$ cat src/rtl/qspi_arb_pkg.sv
// Shared definitions for the QSPI bus arbiter: slot indices, FSM states,
// error-flag bit positions and the captured per-slot request attributes.
package qspi_arb_pkg;

  localparam int unsigned NUM_SLOTS = 5;

  typedef logic [NUM_SLOTS-1:0] slot_vec_t;
  typedef logic [2:0]           slot_idx_t;

  localparam slot_idx_t SLOT_I_RD = 3'd0;
  localparam slot_idx_t SLOT_D_RD = 3'd1;
  localparam slot_idx_t SLOT_D_WR = 3'd2;
  localparam slot_idx_t SLOT_U_RD = 3'd3;
  localparam slot_idx_t SLOT_U_WR = 3'd4;

  typedef enum logic [1:0] {
    ST_IDLE  = 2'd0,
    ST_ISSUE = 2'd1,
    ST_WAIT  = 2'd2
  } arb_state_e;

  localparam int unsigned ERR_OVF   = 0;
  localparam int unsigned ERR_TMO   = 1;
  localparam int unsigned ERR_STRAY = 2;

  typedef struct packed {
    logic [31:0] adr;
    logic [31:0] data;
    logic        w;
    logic        hw;
  } slot_attr_t;

  function automatic logic is_write_slot(input slot_idx_t idx);
    return (idx == SLOT_D_WR) || (idx == SLOT_U_WR);
  endfunction

endpackage

$ cat src/rtl/qspi_bus_arbiter_if.sv
// Request/completion bundle between the requesters (cpu_top, uart_top),
// the arbiter and qspi_if.
//   slave  : arbiter view (requests and qspi_if completions in, bus and
//            per-source completions out)
//   master : environment view (drives requests/completions, observes bus)
interface qspi_bus_arbiter_if;
  logic        i_read_req, i_read_w, i_read_hw;
  logic [31:0] i_read_adr;
  logic        d_read_req, d_read_w, d_read_hw;
  logic [31:0] d_read_adr;
  logic        d_write_req, d_write_w, d_write_hw;
  logic [31:0] d_write_adr, d_write_data;
  logic        u_read_req, u_read_w;
  logic [31:0] u_read_adr;
  logic        u_write_req, u_write_w;
  logic [31:0] u_write_adr, u_write_data;

  logic        read_req, read_w, read_hw;
  logic [31:0] read_adr;
  logic        write_req, write_w, write_hw;
  logic [31:0] write_adr, write_data;

  logic        read_valid, write_finish;

  logic        i_read_valid, d_read_valid, u_read_valid;
  logic        d_write_finish, u_write_finish;
  logic        bus_timeout;
  logic [2:0]  err_flags;
  logic        err_clr;

  modport slave (
    input  i_read_req, i_read_w, i_read_hw, i_read_adr,
    input  d_read_req, d_read_w, d_read_hw, d_read_adr,
    input  d_write_req, d_write_w, d_write_hw, d_write_adr, d_write_data,
    input  u_read_req, u_read_w, u_read_adr,
    input  u_write_req, u_write_w, u_write_adr, u_write_data,
    input  read_valid, write_finish, err_clr,
    output read_req, read_w, read_hw, read_adr,
    output write_req, write_w, write_hw, write_adr, write_data,
    output i_read_valid, d_read_valid, u_read_valid,
    output d_write_finish, u_write_finish, bus_timeout, err_flags
  );

  modport master (
    output i_read_req, i_read_w, i_read_hw, i_read_adr,
    output d_read_req, d_read_w, d_read_hw, d_read_adr,
    output d_write_req, d_write_w, d_write_hw, d_write_adr, d_write_data,
    output u_read_req, u_read_w, u_read_adr,
    output u_write_req, u_write_w, u_write_adr, u_write_data,
    output read_valid, write_finish, err_clr,
    input  read_req, read_w, read_hw, read_adr,
    input  write_req, write_w, write_hw, write_adr, write_data,
    input  i_read_valid, d_read_valid, u_read_valid,
    input  d_write_finish, u_write_finish, bus_timeout, err_flags
  );
endinterface

$ cat src/rtl/qspi_arb_pick.sv
// Combinational winner selection among pending slots.
//   pend_i     : pending bit per slot
//   prefer_d_i : 1 = d_read wins a d_read/i_read tie, 0 = i_read wins
//   grant_o    : one-hot winner
//   valid_o    : any slot pending
module qspi_arb_pick
  import qspi_arb_pkg::*;
(
  input  slot_vec_t pend_i,
  input  logic      prefer_d_i,
  output slot_vec_t grant_o,
  output logic      valid_o
);

  always_comb begin
    grant_o = '0;
    if (pend_i[SLOT_U_WR]) begin
      grant_o[SLOT_U_WR] = 1'b1;
    end else if (pend_i[SLOT_U_RD]) begin
      grant_o[SLOT_U_RD] = 1'b1;
    end else if (pend_i[SLOT_D_WR]) begin
      grant_o[SLOT_D_WR] = 1'b1;
    end else if (pend_i[SLOT_D_RD] && pend_i[SLOT_I_RD]) begin
      if (prefer_d_i) grant_o[SLOT_D_RD] = 1'b1;
      else            grant_o[SLOT_I_RD] = 1'b1;
    end else if (pend_i[SLOT_D_RD]) begin
      grant_o[SLOT_D_RD] = 1'b1;
    end else if (pend_i[SLOT_I_RD]) begin
      grant_o[SLOT_I_RD] = 1'b1;
    end
  end

  assign valid_o = |pend_i;

endmodule

$ cat src/rtl/qspi_bus_arbiter.sv
// Single-owner arbiter for the QSPI memory port. Five request sources each
// own one slot (pending bit + captured attributes); one transaction is
// issued at a time and its completion is routed back to the owner, with a
// forced completion if memory never answers.
//   clk, rst : clock, asynchronous active-high reset
//   bus      : request, qspi_if bus, completion and error signals (slave)
//   TIMEOUT_CYC : WAIT cycles before forced completion (2..65535)
module qspi_bus_arbiter
  import qspi_arb_pkg::*;
#(
  parameter int unsigned TIMEOUT_CYC = 4096
) (
  input logic               clk,
  input logic               rst,
  qspi_bus_arbiter_if.slave bus
);

  localparam logic [15:0] TMO_LAST = 16'(TIMEOUT_CYC - 1);

  arb_state_e  state_q;
  slot_idx_t   owner_q;
  // Round-robin pointer between d_read and i_read kept as "d_read wins the
  // next tie"; set after an i_read grant, cleared after a d_read grant.
  logic        prefer_d_q;
  logic [15:0] tmo_cnt_q;
  slot_vec_t   pend_q, pend_d;
  slot_attr_t  slot_q [NUM_SLOTS];
  logic [2:0]  err_q, err_d;

  logic        rd_req_q, rd_w_q, rd_hw_q;
  logic [31:0] rd_adr_q;
  logic        wr_req_q, wr_w_q, wr_hw_q;
  logic [31:0] wr_adr_q, wr_data_q;

  slot_vec_t   req_v, busy, accept, grant, done_vec;
  slot_attr_t  req_attr [NUM_SLOTS];
  slot_idx_t   pick_idx;
  logic        pick_valid, in_wait, owner_wr, match, tmo, done, stray, ovf;
  logic [2:0]  err_set;

  always_comb begin
    req_v = '0;
    req_v[SLOT_I_RD] = bus.i_read_req;
    req_v[SLOT_D_RD] = bus.d_read_req;
    req_v[SLOT_D_WR] = bus.d_write_req;
    req_v[SLOT_U_RD] = bus.u_read_req;
    req_v[SLOT_U_WR] = bus.u_write_req;
    req_attr[SLOT_I_RD] = '{adr: bus.i_read_adr,  data: '0,
                            w: bus.i_read_w,  hw: bus.i_read_hw};
    req_attr[SLOT_D_RD] = '{adr: bus.d_read_adr,  data: '0,
                            w: bus.d_read_w,  hw: bus.d_read_hw};
    req_attr[SLOT_D_WR] = '{adr: bus.d_write_adr, data: bus.d_write_data,
                            w: bus.d_write_w, hw: bus.d_write_hw};
    req_attr[SLOT_U_RD] = '{adr: bus.u_read_adr,  data: '0,
                            w: bus.u_read_w,  hw: 1'b0};
    req_attr[SLOT_U_WR] = '{adr: bus.u_write_adr, data: bus.u_write_data,
                            w: bus.u_write_w, hw: 1'b0};
  end

  qspi_arb_pick u_pick (
    .pend_i     (pend_q),
    .prefer_d_i (prefer_d_q),
    .grant_o    (grant),
    .valid_o    (pick_valid)
  );

  always_comb begin
    pick_idx = '0;
    for (int unsigned s = 0; s < NUM_SLOTS; s++) begin
      if (grant[s]) pick_idx = slot_idx_t'(s);
    end
  end

  always_comb begin
    in_wait  = (state_q == ST_WAIT);
    owner_wr = is_write_slot(owner_q);
    match    = in_wait && (owner_wr ? bus.write_finish : bus.read_valid);
    // A real completion in the last WAIT cycle wins over the forced one.
    tmo      = in_wait && !match && (tmo_cnt_q == TMO_LAST);
    done     = match || tmo;
    done_vec = done ? (slot_vec_t'(1) << owner_q) : '0;
    stray    = in_wait ? (owner_wr ? bus.read_valid : bus.write_finish)
                       : (bus.read_valid || bus.write_finish);

    // The owner counts as busy until its completion cycle, so a request in
    // that same cycle is accepted.
    busy = pend_q;
    if (state_q != ST_IDLE) busy = busy | (slot_vec_t'(1) << owner_q);
    busy   = busy & ~done_vec;
    accept = req_v & ~busy;
    ovf    = |(req_v & busy);

    err_set            = '0;
    err_set[ERR_OVF]   = ovf;
    err_set[ERR_TMO]   = tmo;
    err_set[ERR_STRAY] = stray;
    err_d = bus.err_clr ? '0 : (err_q | err_set);

    pend_d = pend_q;
    if (state_q == ST_IDLE) pend_d = pend_d & ~grant;
    pend_d = pend_d | accept;
  end

  always_ff @(posedge clk or posedge rst) begin
    if (rst) begin
      state_q    <= ST_IDLE;
      owner_q    <= '0;
      prefer_d_q <= 1'b1;
      tmo_cnt_q  <= '0;
      pend_q     <= '0;
      err_q      <= '0;
      rd_req_q   <= 1'b0;
      rd_w_q     <= 1'b0;
      rd_hw_q    <= 1'b0;
      rd_adr_q   <= '0;
      wr_req_q   <= 1'b0;
      wr_w_q     <= 1'b0;
      wr_hw_q    <= 1'b0;
      wr_adr_q   <= '0;
      wr_data_q  <= '0;
      for (int unsigned s = 0; s < NUM_SLOTS; s++) slot_q[s] <= '0;
    end else begin
      pend_q <= pend_d;
      err_q  <= err_d;
      for (int unsigned s = 0; s < NUM_SLOTS; s++) begin
        if (accept[s]) slot_q[s] <= req_attr[s];
      end

      case (state_q)
        ST_IDLE: begin
          if (pick_valid) begin
            state_q <= ST_ISSUE;
            owner_q <= pick_idx;
            if (grant[SLOT_D_RD])      prefer_d_q <= 1'b0;
            else if (grant[SLOT_I_RD]) prefer_d_q <= 1'b1;
            if (is_write_slot(pick_idx)) begin
              wr_req_q  <= 1'b1;
              wr_adr_q  <= slot_q[pick_idx].adr;
              wr_data_q <= slot_q[pick_idx].data;
              wr_w_q    <= slot_q[pick_idx].w;
              wr_hw_q   <= slot_q[pick_idx].hw;
            end else begin
              rd_req_q  <= 1'b1;
              rd_adr_q  <= slot_q[pick_idx].adr;
              rd_w_q    <= slot_q[pick_idx].w;
              rd_hw_q   <= slot_q[pick_idx].hw;
            end
          end
        end
        ST_ISSUE: begin
          rd_req_q  <= 1'b0;
          wr_req_q  <= 1'b0;
          tmo_cnt_q <= '0;
          state_q   <= ST_WAIT;
        end
        ST_WAIT: begin
          if (done) begin
            state_q   <= ST_IDLE;
            rd_w_q    <= 1'b0;
            rd_hw_q   <= 1'b0;
            rd_adr_q  <= '0;
            wr_w_q    <= 1'b0;
            wr_hw_q   <= 1'b0;
            wr_adr_q  <= '0;
            wr_data_q <= '0;
          end else if (tmo_cnt_q != '1) begin
            tmo_cnt_q <= tmo_cnt_q + 16'd1;
          end
        end
        default: state_q <= ST_IDLE;
      endcase
    end
  end

  assign bus.read_req       = rd_req_q;
  assign bus.read_w         = rd_w_q;
  assign bus.read_hw        = rd_hw_q;
  assign bus.read_adr       = rd_adr_q;
  assign bus.write_req      = wr_req_q;
  assign bus.write_w        = wr_w_q;
  assign bus.write_hw       = wr_hw_q;
  assign bus.write_adr      = wr_adr_q;
  assign bus.write_data     = wr_data_q;
  assign bus.i_read_valid   = done_vec[SLOT_I_RD];
  assign bus.d_read_valid   = done_vec[SLOT_D_RD];
  assign bus.d_write_finish = done_vec[SLOT_D_WR];
  assign bus.u_read_valid   = done_vec[SLOT_U_RD];
  assign bus.u_write_finish = done_vec[SLOT_U_WR];
  assign bus.bus_timeout    = tmo;
  assign bus.err_flags      = err_q;

endmodule

$ cat src/flat_wrapper.sv
// flat-port wrapper written by rule: the top's interface ports become plain ports
module qspi_bus_arbiter_flat import qspi_arb_pkg::*;
#(
  parameter int unsigned TIMEOUT_CYC = 4096
)
  (clk, rst, bus_i_read_req, bus_i_read_w, bus_i_read_hw, bus_i_read_adr, bus_d_read_req, bus_d_read_w, bus_d_read_hw, bus_d_read_adr, bus_d_write_req, bus_d_write_w, bus_d_write_hw, bus_d_write_adr, bus_d_write_data, bus_u_read_req, bus_u_read_w, bus_u_read_adr, bus_u_write_req, bus_u_write_w, bus_u_write_adr, bus_u_write_data, bus_read_valid, bus_write_finish, bus_err_clr, bus_read_req, bus_read_w, bus_read_hw, bus_read_adr, bus_write_req, bus_write_w, bus_write_hw, bus_write_adr, bus_write_data, bus_i_read_valid, bus_d_read_valid, bus_u_read_valid, bus_d_write_finish, bus_u_write_finish, bus_bus_timeout, bus_err_flags);
  qspi_bus_arbiter_if bus_i ();
  input logic clk;
  input logic rst;
  input wire logic [$bits(bus_i.i_read_req)-1:0] bus_i_read_req;
  input wire logic [$bits(bus_i.i_read_w)-1:0] bus_i_read_w;
  input wire logic [$bits(bus_i.i_read_hw)-1:0] bus_i_read_hw;
  input wire logic [$bits(bus_i.i_read_adr)-1:0] bus_i_read_adr;
  input wire logic [$bits(bus_i.d_read_req)-1:0] bus_d_read_req;
  input wire logic [$bits(bus_i.d_read_w)-1:0] bus_d_read_w;
  input wire logic [$bits(bus_i.d_read_hw)-1:0] bus_d_read_hw;
  input wire logic [$bits(bus_i.d_read_adr)-1:0] bus_d_read_adr;
  input wire logic [$bits(bus_i.d_write_req)-1:0] bus_d_write_req;
  input wire logic [$bits(bus_i.d_write_w)-1:0] bus_d_write_w;
  input wire logic [$bits(bus_i.d_write_hw)-1:0] bus_d_write_hw;
  input wire logic [$bits(bus_i.d_write_adr)-1:0] bus_d_write_adr;
  input wire logic [$bits(bus_i.d_write_data)-1:0] bus_d_write_data;
  input wire logic [$bits(bus_i.u_read_req)-1:0] bus_u_read_req;
  input wire logic [$bits(bus_i.u_read_w)-1:0] bus_u_read_w;
  input wire logic [$bits(bus_i.u_read_adr)-1:0] bus_u_read_adr;
  input wire logic [$bits(bus_i.u_write_req)-1:0] bus_u_write_req;
  input wire logic [$bits(bus_i.u_write_w)-1:0] bus_u_write_w;
  input wire logic [$bits(bus_i.u_write_adr)-1:0] bus_u_write_adr;
  input wire logic [$bits(bus_i.u_write_data)-1:0] bus_u_write_data;
  input wire logic [$bits(bus_i.read_valid)-1:0] bus_read_valid;
  input wire logic [$bits(bus_i.write_finish)-1:0] bus_write_finish;
  input wire logic [$bits(bus_i.err_clr)-1:0] bus_err_clr;
  output wire logic [$bits(bus_i.read_req)-1:0] bus_read_req;
  output wire logic [$bits(bus_i.read_w)-1:0] bus_read_w;
  output wire logic [$bits(bus_i.read_hw)-1:0] bus_read_hw;
  output wire logic [$bits(bus_i.read_adr)-1:0] bus_read_adr;
  output wire logic [$bits(bus_i.write_req)-1:0] bus_write_req;
  output wire logic [$bits(bus_i.write_w)-1:0] bus_write_w;
  output wire logic [$bits(bus_i.write_hw)-1:0] bus_write_hw;
  output wire logic [$bits(bus_i.write_adr)-1:0] bus_write_adr;
  output wire logic [$bits(bus_i.write_data)-1:0] bus_write_data;
  output wire logic [$bits(bus_i.i_read_valid)-1:0] bus_i_read_valid;
  output wire logic [$bits(bus_i.d_read_valid)-1:0] bus_d_read_valid;
  output wire logic [$bits(bus_i.u_read_valid)-1:0] bus_u_read_valid;
  output wire logic [$bits(bus_i.d_write_finish)-1:0] bus_d_write_finish;
  output wire logic [$bits(bus_i.u_write_finish)-1:0] bus_u_write_finish;
  output wire logic [$bits(bus_i.bus_timeout)-1:0] bus_bus_timeout;
  output wire logic [$bits(bus_i.err_flags)-1:0] bus_err_flags;
  assign bus_i.i_read_req = bus_i_read_req;
  assign bus_i.i_read_w = bus_i_read_w;
  assign bus_i.i_read_hw = bus_i_read_hw;
  assign bus_i.i_read_adr = bus_i_read_adr;
  assign bus_i.d_read_req = bus_d_read_req;
  assign bus_i.d_read_w = bus_d_read_w;
  assign bus_i.d_read_hw = bus_d_read_hw;
  assign bus_i.d_read_adr = bus_d_read_adr;
  assign bus_i.d_write_req = bus_d_write_req;
  assign bus_i.d_write_w = bus_d_write_w;
  assign bus_i.d_write_hw = bus_d_write_hw;
  assign bus_i.d_write_adr = bus_d_write_adr;
  assign bus_i.d_write_data = bus_d_write_data;
  assign bus_i.u_read_req = bus_u_read_req;
  assign bus_i.u_read_w = bus_u_read_w;
  assign bus_i.u_read_adr = bus_u_read_adr;
  assign bus_i.u_write_req = bus_u_write_req;
  assign bus_i.u_write_w = bus_u_write_w;
  assign bus_i.u_write_adr = bus_u_write_adr;
  assign bus_i.u_write_data = bus_u_write_data;
  assign bus_i.read_valid = bus_read_valid;
  assign bus_i.write_finish = bus_write_finish;
  assign bus_i.err_clr = bus_err_clr;
  assign bus_read_req = bus_i.read_req;
  assign bus_read_w = bus_i.read_w;
  assign bus_read_hw = bus_i.read_hw;
  assign bus_read_adr = bus_i.read_adr;
  assign bus_write_req = bus_i.write_req;
  assign bus_write_w = bus_i.write_w;
  assign bus_write_hw = bus_i.write_hw;
  assign bus_write_adr = bus_i.write_adr;
  assign bus_write_data = bus_i.write_data;
  assign bus_i_read_valid = bus_i.i_read_valid;
  assign bus_d_read_valid = bus_i.d_read_valid;
  assign bus_u_read_valid = bus_i.u_read_valid;
  assign bus_d_write_finish = bus_i.d_write_finish;
  assign bus_u_write_finish = bus_i.u_write_finish;
  assign bus_bus_timeout = bus_i.bus_timeout;
  assign bus_err_flags = bus_i.err_flags;
  qspi_bus_arbiter #(.TIMEOUT_CYC(TIMEOUT_CYC)) u_core (.clk(clk), .rst(rst), .bus(bus_i));
endmodule
$ cat config.mk
export PLATFORM = sky130hd
export DESIGN_NAME = qspi_bus_arbiter_flat
export DESIGN_NICKNAME = d
export VERILOG_FILES = /design/src/rtl/qspi_arb_pkg.sv /design/src/rtl/qspi_bus_arbiter_if.sv /design/src/rtl/qspi_arb_pick.sv /design/src/rtl/qspi_bus_arbiter.sv /design/src/flat_wrapper.sv
export SDC_FILE = /design/constraint.sdc
export NUM_CORES = 1
export LEC_CHECK = 0
export CAP_MARGIN = 20
export CORE_AREA = 2 2 193 195
export CTS_BUF_LIST = sky130_fd_sc_hd__clkbuf_4
export DETAILED_ROUTE_END_ITERATION = 10
export DIE_AREA = 0 0 195 197
export HOLD_SLACK_MARGIN = 0.08
export PLACE_DENSITY = 0.69
export SYNTH_ARGS = -nofsm -noshare
export SYNTH_HDL_FRONTEND = slang
export SYNTH_SLANG_ARGS = --single-unit
$ cat constraint.sdc
create_clock -name clk -period 11.5 [get_ports clk]
set_clock_uncertainty 0.1 [all_clocks]
set_input_delay 2.3 -clock clk [delete_from_list [all_inputs] [get_ports clk]]
set_output_delay 2.3 -clock clk [all_outputs]
set_load 0.02 [all_outputs]
==> flow_summary.toml, run 1 <==
[floorplanning]
dieWidth_um = 195
core_area_um2 = 36300
std_cell_rows = 70
die_h_um = 197
num_io_pins = 353
initial_core_util = 0.435
dieArea_um2 = 38400

[timing]
setup_tns_ps = 0
holdWs_ps = 376
slew_violations = 0
period_share = 0.587
max_slew_margin = 0.246
tightest_slew_ps = 1130
hold_viol_final = 0
rsz0062_at_grt = "false"
min_period_ps = 6760
clock.fmax_mhz = 148
finalSetupViolations = 0

[logic_synthesis]
synth-simple-area-share = 0.0624
synth.area.mux_share = 0.224
synth_compound_area_frac = 0.0977
synth_top_family_by_area = "multiplexers"
synth_edf_count = 0
synthCells = 1215
synth_xor_area_frac = 0.00500
syn_area_per_cell_um2 = 13.0
synthAdderAreaFrac = 0.00397
netlist_area_um2 = 15800
synth_top_cell_area_share = 0.576
yosys_warnings = 0
ys_types = 53
ys_ff_latch = 364
yosysSeqAreaShare = 0.578
mappedNetlistNets = 1462
synth_top_area_cell = "dfrtp_1"
netlist_top_cells_area = "dfrtp_1 (58%), mux2_2 (20%), nand2_1 (3.0%), mux2_4 (2.8%), o21ai_0 (2.7%)"
synth-main-ff-cell = "dfrtp_1"
async_reset_ff_frac = 1.00

[setup_path]
worstSetupPathType = "input pin to output port"
path_buf_inv = 2
cp_max_fo = 6
crit_required_ps = 9100
cp_common_cell = "clkdlybuf4s50_1"
path_cells = "clkdlybuf4s50_1 > or3b_2 > and3_1 > nor2_1 > clkdlybuf4s50_1"
end_kind = "output port"
cp-start-kind = "input pin"
worstPathArrival_ps = 4360
cp_slowest_cell = "clkdlybuf4s50_1"
critical-path-top-delay-family = "buffers and inverters"
critPathMaxStageDelay_ps = 610

[global_route]
grt_pass1_vias = 12400
grt_antenna_before_repair = 7
grt_pass1_wl_mm = 71.0
track_usage = 0.240
grt_max_degree = 186
grt-ovfl-total = 0

[drt]
first_pass_iters = 8
drtAntennaViolNets = 0
drtIter0Drc = 698
drc = 0
wl_per_cell_um = 21.2
vias = 11600
wl_mm = 45.7
routed_via_density = 5.37

[cts]
cts_hold_buf = 0
cts_tree = "done"
cts_root_buffer = "clkbuf_4"
cts_sinks = 364
cts_buffer_depth = 3
cts_buffers = 100
htreeDepth = 3
ctsResizeCount = 0
clkTransAtPathRegs_ps = 60
clock_latency_ps = 770
cts_setup_buffers = 0

[place]
dpl.cell_count = 1968
port-buffer-count = 352
hpwl_mm = 28.8
gp_congestion = 0.829

[job]
cap_violations = 0

[pwr]
max-vdd-ir-drop_mv = 0.242
leakagePower_nw = 8.94
power_density_nw_per_um2 = 289

[layout]
drive_gt1_frac = 0.301
area_growth_pct = 33.5
fin_cells = 2150
finalNetCount = 1850

[hold_path]
hold_class = "register to register"

[status]
status = "finished, final reports clean"
## Yosys cell counts (3+ instances only)
cell	number
xnor2_1	9
buf_12	3
o21ai_0	85
a22oi_1	34
buf_1	4
o31ai_1	36
nor3_1	14
buf_2	22
mux2_2	273
mux2_4	29
nor4_1	7
nor2b_1	3
nand2b_1	5
dfrtp_1	363
a21oi_1	11
o22ai_1	3
inv_1	10
ha_1	5
and3_1	5
buf_6	4
nand4_1	5
nand3_1	13
nor2_1	24
a222oi_1	33
nand2_1	124
a31oi_1	7
clkbuf_1	51
## worst paths after layout
check                                          startpoint                   endpoint  slack, ps  cells after the start
min in group asynchronous                             rst         u_core.slot_q[319]       2000                      3
max in group asynchronous                             rst     u_core.bus.read_adr[9]       7670                      4
worst max-delay path                     bus_write_finish           bus_u_read_valid       4740                      5
worst min-delay path            u_core.bus.write_data[24]  u_core.bus.write_data[24]        380                      2
worst max register to register          u_core.state_q[0]         u_core.slot_q[140]       8070                      9
worst min register to register  u_core.bus.write_data[24]  u_core.bus.write_data[24]        380                      2
## cell families (layout without fill, tap and decap cells)
kind of cell,after synthesis,in the layout
multiplexers,304,304
adder cells (fa/ha/maj),5,5
flip-flops,364,364
buffers and inverters,94,554
AND/OR/NAND/NOR,213,213
AO/OA/AOI/OAI,226,226
XOR/XNOR,9,9
other,0,7
## flip-flops by register name (all words and copies together) (netlist names)
name	count
u_core.slot_q	232
u_core.bus.read_adr	32
u_core.bus.write_adr	32
u_core.bus.write_data	32
u_core.tmo_cnt_q	16
u_core.pend_q	5
u_core.bus.err_flags	3
u_core.owner_q	3
u_core.state_q	2
u_core.bus.read_hw	1
u_core.bus.read_req	1
u_core.bus.read_w	1
u_core.bus.write_hw	1
u_core.bus.write_req	1
u_core.bus.write_w	1
u_core.prefer_d_q	1
## worst reg2reg max path: stages (launching register included)
cell and delay, ps:
dfrtp_1 400, inv_1 80, ha_1 380, inv_1 290, nand2_1 90, a32o_1 210, a31oi_1 210, nand2b_4 470
buf_4 660, mux2_2 440
## stage by stage
stage | instance area [um^2] | setup WS, ps | utilization | power (W)
detailed placement | 19700 | 4760 | 0.543 | 0.00490
global route | 21000 | 4660 | 0.580 | 0.00650
finish | 21000 | 4740 | 0.580 | 0.00609
floorplan | 15800 | 4220 | - | 0.00396
CTS | 21000 | 4760 | 0.580 | 0.00615
global placement | 19700 | 4790 | 0.543 | 0.00481
## cells in the final DEF (no fill, tap or decap), drive strengths merged, types with 6 or more instances in the layout
master / synthesis / routed
a31oi: 7 / 7
diode: 0 / 7
clkinv: 0 / 14
nor4: 9 / 9
a22oi: 34 / 34
a222oi: 33 / 33
o21ai: 88 / 88
mux2: 302 / 302
buf: 33 / 18
nand2: 124 / 124
clkdlybuf4s50: 0 / 352
xnor2: 9 / 9
a21oi: 11 / 11
nor3: 15 / 15
clkbuf: 51 / 155
nand2b: 6 / 6
o31ai: 36 / 36
dfrtp: 363 / 363
nor2: 24 / 24
nand3: 13 / 13
inv: 10 / 11
## power by group
part / switching [W] / internal (W) / leakage [nW]
Clock: 0.000541 / 0.000673 / 0.788
Sequential: 0.000321 / 0.00188 / 4.44
Combinational: 0.00140 / 0.00128 / 3.71
## layout make-up
class / instances / area [um^2]
inverters: 10 / 41.3
repair buffers: 370 / 3680
diodes: 7 / 17.5
flip-flops and latches: 364 / 9110
clock buffers: 155 / 1160
well taps: 468 / 586
multi-input cells: 757 / 6290
clock inverters: 19 / 151
fillers: 3034 / 15200
## metal layers
layer,track usage,share of wire,vias up
met3,0.0729,0.077,73
met4,0.0956,0.024,0
met1,0.307,0.42,5797
met2,0.382,0.48,400
li1,-,-,5286
met5,0,0,-
(Power assumes the default switching activity.)
==> run 2, diff against run 1 <==
--- a/config.mk
+++ b/config.mk
@@ -11,7 +11,7 @@
 export DETAILED_ROUTE_END_ITERATION = 10
 export DIE_AREA = 0 0 195 197
 export HOLD_SLACK_MARGIN = 0.08
-export PLACE_DENSITY = 0.69
+export PLACE_DENSITY = 0.66
 export SYNTH_ARGS = -nofsm -noshare
 export SYNTH_HDL_FRONTEND = slang
 export SYNTH_SLANG_ARGS = --single-unit
==> constraint.sdc (replaced) <==
create_clock -name clk -period 6.7 [get_ports clk]
set_clock_uncertainty 0.1 [all_clocks]
set_input_delay 1.34 -clock clk [delete_from_list [all_inputs] [get_ports clk]]
set_output_delay 1.34 -clock clk [all_outputs]
set_load 0.02 [all_outputs]
==> run 2 against run 1 <==
Net effect: core utilization shrank 0.24 points; worst hold slack got worse by 2.2 ps; combinational power increased by 71%; count of clock-buffer cells in the layout shrank 3; via count increased by 0.24%; design area down 0.42%; critical endpoint unchanged; largest power group unchanged; highest routed layer is now met5.
==> flow_summary.toml, run 2 (same netlist as run 1, synthesis figures left out) <==
[layout]
seq_area_um2 = 9110
regMostFlops = "u_core.slot_q"
finalNetCount = 1851
largest_reg_flops = 232
most-common-layout-cells = "dfrtp_1 (363), clkdlybuf4s50_1 (352), mux2_2 (273), clkbuf_4 (152), nand2_1 (123)"
drive_gt1_frac = 0.300
final_common_cell = "dfrtp_1"
multiInputGateArea_um2 = 6290
fill_cells = 3075
fin_util = 0.578
area_growth_pct = 32.9

[place]
hpwl_mm = 29.0
gp_congestion = 0.812
port-buffer-count = 352

[hold_path]
hp-start = "u_core.bus.write_data[31]"
hold_class = "register to register"

[global_route]
grt-ovfl-total = 0
grt_antenna_before_repair = 10
grt_pass1_wl_mm = 70.5
grt_max_degree = 163
track_usage = 0.238
grt_pass1_vias = 12300

[cts]
clkTransAtPathRegs_ps = 60
ctsResizeCount = 0
cts_hold_buf = 0
cts_setup_buffers = 0
htreeDepth = 3
cts_sinks = 364
cts_buffer_depth = 3
cts_buffers = 99
clock_latency_ps = 750
cts_tree = "done"
cts_root_buffer = "clkbuf_4"

[pwr]
internal-power_w = 0.00644
power_density_nw_per_um2 = 490
swShare = 0.373
sequentialPowerShare = 0.368
switching_power_w = 0.00383
pwr-share-comb = 0.444
max-vdd-ir-drop_mv = 0.228
leakagePower_nw = 8.89
power.share.clock = 0.187

[job]
cap_violations = 0

[setup_path]
setup.worst_path.start = "bus_write_finish"
path_cells = "clkdlybuf4s50_1 > or3b_2 > and3_1 > nor2_1 > clkdlybuf4s50_1"
end_kind = "output port"
cp_slowest_cell = "clkdlybuf4s50_1"
worstPathArrival_ps = 3370
worstSetupPathType = "input pin to output port"
cp_max_fo = 6
endpoint = "bus_u_read_valid"
cp-start-kind = "input pin"
r2r-start = "u_core.state_q[0]"
reg2reg_depth = 9
ff2ff_setup_slack_ps = 3300
crit_required_ps = 5260
cp_common_cell = "clkdlybuf4s50_1"
r2r_end = "u_core.slot_q[196]"
critPathMaxStageDelay_ps = 610

[floorplanning]
dieWidth_um = 195
num_io_pins = 353
initial_core_util = 0.435
dieArea_um2 = 38400
core_area_um2 = 36300
die_h_um = 197
std_cell_rows = 70

[drt]
first_pass_iters = 5
routed_via_density = 5.40
drc = 0
vias = 11600
wl_mm = 45.4
drtAntennaViolNets = 0
drtIter0Drc = 674
wl_per_cell_um = 21.2

[timing]
setup_tns_ps = 0
hold_viol_final = 0
clock.fmax_mhz = 208
min_period_ps = 4810
tightest_slew_ps = 1120
finalSetupViolations = 0
slew_violations = 0
rsz0062_at_grt = "false"
period_share = 0.718
max_slew_margin = 0.253

[status]
status = "finished, final reports clean"
==> run 2: worst max-delay path: cells and delay by family <==
family | cells | cell delay, ps
buf+inv | 2 | 1180
simple gates | 3 | 850
==> run 2: worst min path at each step <==
stage | end | slack, ps | cells after the start
finish | u_core.bus.write_data[31] | 370 | 2
global route | u_core.bus.write_data[27] | 400 | 2
detailed placement | u_core.bus.write_data[31] | 360 | 2
CTS | u_core.bus.write_data[31] | 380 | 2
global placement | u_core.bus.write_data[23] | 360 | 2
floorplan | u_core.prefer_d_q | 360 | 2
==> run 2: cell type report <==
type,count,share of cell area
Multi-Input combinational cell,757,0.300
Timing Repair Buffer,372,0.177
Inverter,10,0.00197
Antenna cell,7,0.000836
Clock inverter,14,0.00275
Sequential cell,364,0.435
Clock buffer,152,0.0545
Tap cell,468,0.0279
==> run 2: metal layers <==
| layer | global-route usage | vias up | part of all wire |
|---|---|---|---|
| li1 | - | 5285 | - |
| met1 | 0.307 | 5820 | 0.43 |
| met2 | 0.381 | 404 | 0.48 |
| met3 | 0.0731 | 69 | 0.075 |
| met4 | 0.0874 | 6 | 0.023 |
| met5 | 0 | - | 0.00084 |
==> run 2: power groups by stage <==
stage / Combinational [W] / Clock [W] / Sequential [W]
4_1_cts: 0.00460 / 0.00199 / 0.00377
3_3_place_gp: 0.00448 / 0 / 0.00376
3_5_place_dp: 0.00459 / 0 / 0.00380
2_1_floorplan: 0.00288 / 0 / 0.00392
6_report: 0.00456 / 0.00192 / 0.00379
5_1_grt: 0.00497 / 0.00211 / 0.00390
==> run 2: stage by stage <==
stage | cell area (um^2) | hold WS (ps) | total power, W | setup slack [ps] | instances
after floorplan | 15800 | 362 | 0.00680 | 379 | 1215
after global placement | 19700 | 360 | 0.00824 | 1920 | 1968
after detailed placement | 19700 | 365 | 0.00839 | 1900 | 1970
after CTS | 20900 | 379 | 0.0104 | 1890 | 2136
after global routing | 21000 | 397 | 0.0110 | 1730 | 2143
final | 21000 | 374 | 0.0103 | 1890 | 2144
==> variant (settings of run 1) <==
`TIMEOUT_CYC` is set to 4096 in 2 places; all go to 3072.
--- a/src/rtl/qspi_bus_arbiter.sv
+++ b/src/rtl/qspi_bus_arbiter.sv
@@ -8,7 +8,7 @@
 module qspi_bus_arbiter
   import qspi_arb_pkg::*;
 #(
-  parameter int unsigned TIMEOUT_CYC = 4096
+  parameter int unsigned TIMEOUT_CYC = 3072
 ) (
   input logic               clk,
   input logic               rst,
--- a/src/flat_wrapper.sv
+++ b/src/flat_wrapper.sv
@@ -1,7 +1,7 @@
 // flat-port wrapper written by rule: the top's interface ports become plain ports
 module qspi_bus_arbiter_flat import qspi_arb_pkg::*;
 #(
-  parameter int unsigned TIMEOUT_CYC = 4096
+  parameter int unsigned TIMEOUT_CYC = 3072
 )
   (clk, rst, bus_i_read_req, bus_i_read_w, bus_i_read_hw, bus_i_read_adr, bus_d_read_req, bus_d_read_w, bus_d_read_hw, bus_d_read_adr, bus_d_write_req, bus_d_write_w, bus_d_write_hw, bus_d_write_adr, bus_d_write_data, bus_u_read_req, bus_u_read_w, bus_u_read_adr, bus_u_write_req, bus_u_write_w, bus_u_write_adr, bus_u_write_data, bus_read_valid, bus_write_finish, bus_err_clr, bus_read_req, bus_read_w, bus_read_hw, bus_read_adr, bus_write_req, bus_write_w, bus_write_hw, bus_write_adr, bus_write_data, bus_i_read_valid, bus_d_read_valid, bus_u_read_valid, bus_d_write_finish, bus_u_write_finish, bus_bus_timeout, bus_err_flags);
   qspi_bus_arbiter_if bus_i ();
Function: not settled (the Yosys comparison gave no result); the edit may change what the design does.
==> variant against run 1 <==
  * Sequential cell count did not move
  * Wire length increased by 2.1%
  * Global-route usage rose by 0.40 points
  * Cell area is 2.3% higher
  * First-iteration DRC count decreased by 3.0%
  * Total power increased by 5.6%
  * Worst setup slack got worse by 37 ps
  * Synthesized area up 3.2%
  * Non-clock buffer count increased by 6
  * Largest cell class unchanged
  * Largest power group unchanged
==> variant: results (changes against run 1) <==
metric	value	unit	change
status	finished, final reports clean		
muxShareOfSynthArea	0.225		+0.000615
dr.pass1.iters	5		-3
synth_cell_types	65		+23%
io_buffers	352		unchanged
first_global_vias	12500		+0.54%
drtIter0Drc	677		-3.0%
route.met2.wl	22200	microns	+2.1%
synth-compound-area-share	0.116		+0.0187
via_per_inst	5.41		+0.65%
synth_fa_ha_area_frac	0.00385		-0.000123
worst_pin_slew	1110	ps	-17.6 ps
met3_length	3590	microns	+2.3%
critPathArrivalTime	4390	ps	+30 ps
avgSynthCellArea	12.9	sq um	-0.73%
place_congestion	0.824		-0.60%
cts_resized	0		unchanged
antenna_found_initial	10		+3
synth_area_leaders	dfrtp_1, mux2_4, mux2_2		
yosysSeqAreaShare	0.560		-0.0179
path_clk_slew	60	ps	about the same
fillCellCount	3078		+1.5%
synth_xor_xnor_area_share	0.000538		-0.00446
drt-total-wl	46600	microns	+2.1%
synthFlopType	dfrtp_1		
drive_above_1_share	0.244		-0.0577
top_layer	met5		
r2r_slack	7860	ps	-210 ps
met1Wirelength	19400	microns	+0.52%
yosys-top-cells-count	dfrtp_1, mux2_2, nor2_1		
min-delay-path-class	reg -> reg		
clkLatencyLatePin	800	ps	+30 ps
post-place-cells	2017		+2.5%
synth_nets	1510		+3.3%
fin_cells	2197		+2.2%
max_stage_delay	670	ps	+60 ps
numCtsBuffers	98		-2.0%
worstPathMaxFanout	9		+3
grt.total_usage	0.244		+0.00396
dp_hpwl	29700	microns	+3.3%
peakVddDrop	0.145	mV	-40%
grt_pass1_wl	71800	microns	+1.1%
leakagePower	9.34	nW	+4.5%
final_nets	1899		+2.6%
grt_max_degree	162		-13%
placed_area	0.0202	sq mm	+2.4%
==> variant: power breakdown <==
group / switching [mW] / internal, mW / leakage [nW] / total, mW
combinational: 1.56 / 1.43 / 4.23 / 2.99
clock: 0.545 / 0.635 / 0.755 / 1.18
sequential: 0.346 / 1.91 / 4.36 / 2.26
total: 2.45 / 3.98 / 9.34 / 6.43
==> variant: layer usage <==
| metal | vias up | GRT usage |
|---|---|---|
| li1 | 5438 | - |
| met1 | 5942 | 0.305 |
| met2 | 403 | 0.390 |
| met3 | 94 | 0.0803 |
| met4 | 8 | 0.101 |
| met5 | - | 0 |
==> variant: critical path: cells and delay by family <==
family                 cells  cell delay (ps)
AO/OA/AOI/OAI              2              410
AND/OR/NAND/NOR            1              240
buffers and inverters      3             1450
==> variant: path summary, 6_finish.rpt <==
check | start | to | cells past startpoint
setup / recovery | bus_write_finish | bus_d_write_finish | 6
hold / removal | u_core.slot_q[166] | u_core.slot_q[166] | 1
setup reg to reg | u_core.state_q[0] | u_core.bus.write_hw | 10
hold reg to reg | u_core.slot_q[166] | u_core.slot_q[166] | 1
max in group asynchronous | rst | u_core.slot_q[320] | 4
min in group asynchronous | rst | u_core.slot_q[107] | 3
==> variant: final cells by class <==
class                           instances  area, sq um  area share
Tap cell                              468          586      0.0272
Timing Repair Buffer                  376         3770       0.175
Clock buffer                          150         1130      0.0523
Inverter                               15         60.1     0.00279
Antenna cell                            6         15.0    0.000697
Multi-Input combinational cell        797         6720       0.312
Clock inverter                         21          145     0.00674
Sequential cell                       364         9110       0.423
==> variant: kinds of logic (layout without fill, tap and decap cells) <==
family	after synthesis	count (layout)
flops	364	364
simple gates	217	217
buf+inv	102	562
other cells	0	6
fa+ha+maj	5	5
mux	304	304
compound gates	270	270
xor+xnor	1	1
==> variant: through the flow <==
step | setup slack, ps | hold WS, ps
6_report | 4710 | 391
5_1_grt | 4660 | 405
4_1_cts | 4460 | 395
3_5_place_dp | 4460 | 381
3_3_place_gp | 4520 | 373
2_1_floorplan | 4220 | 364
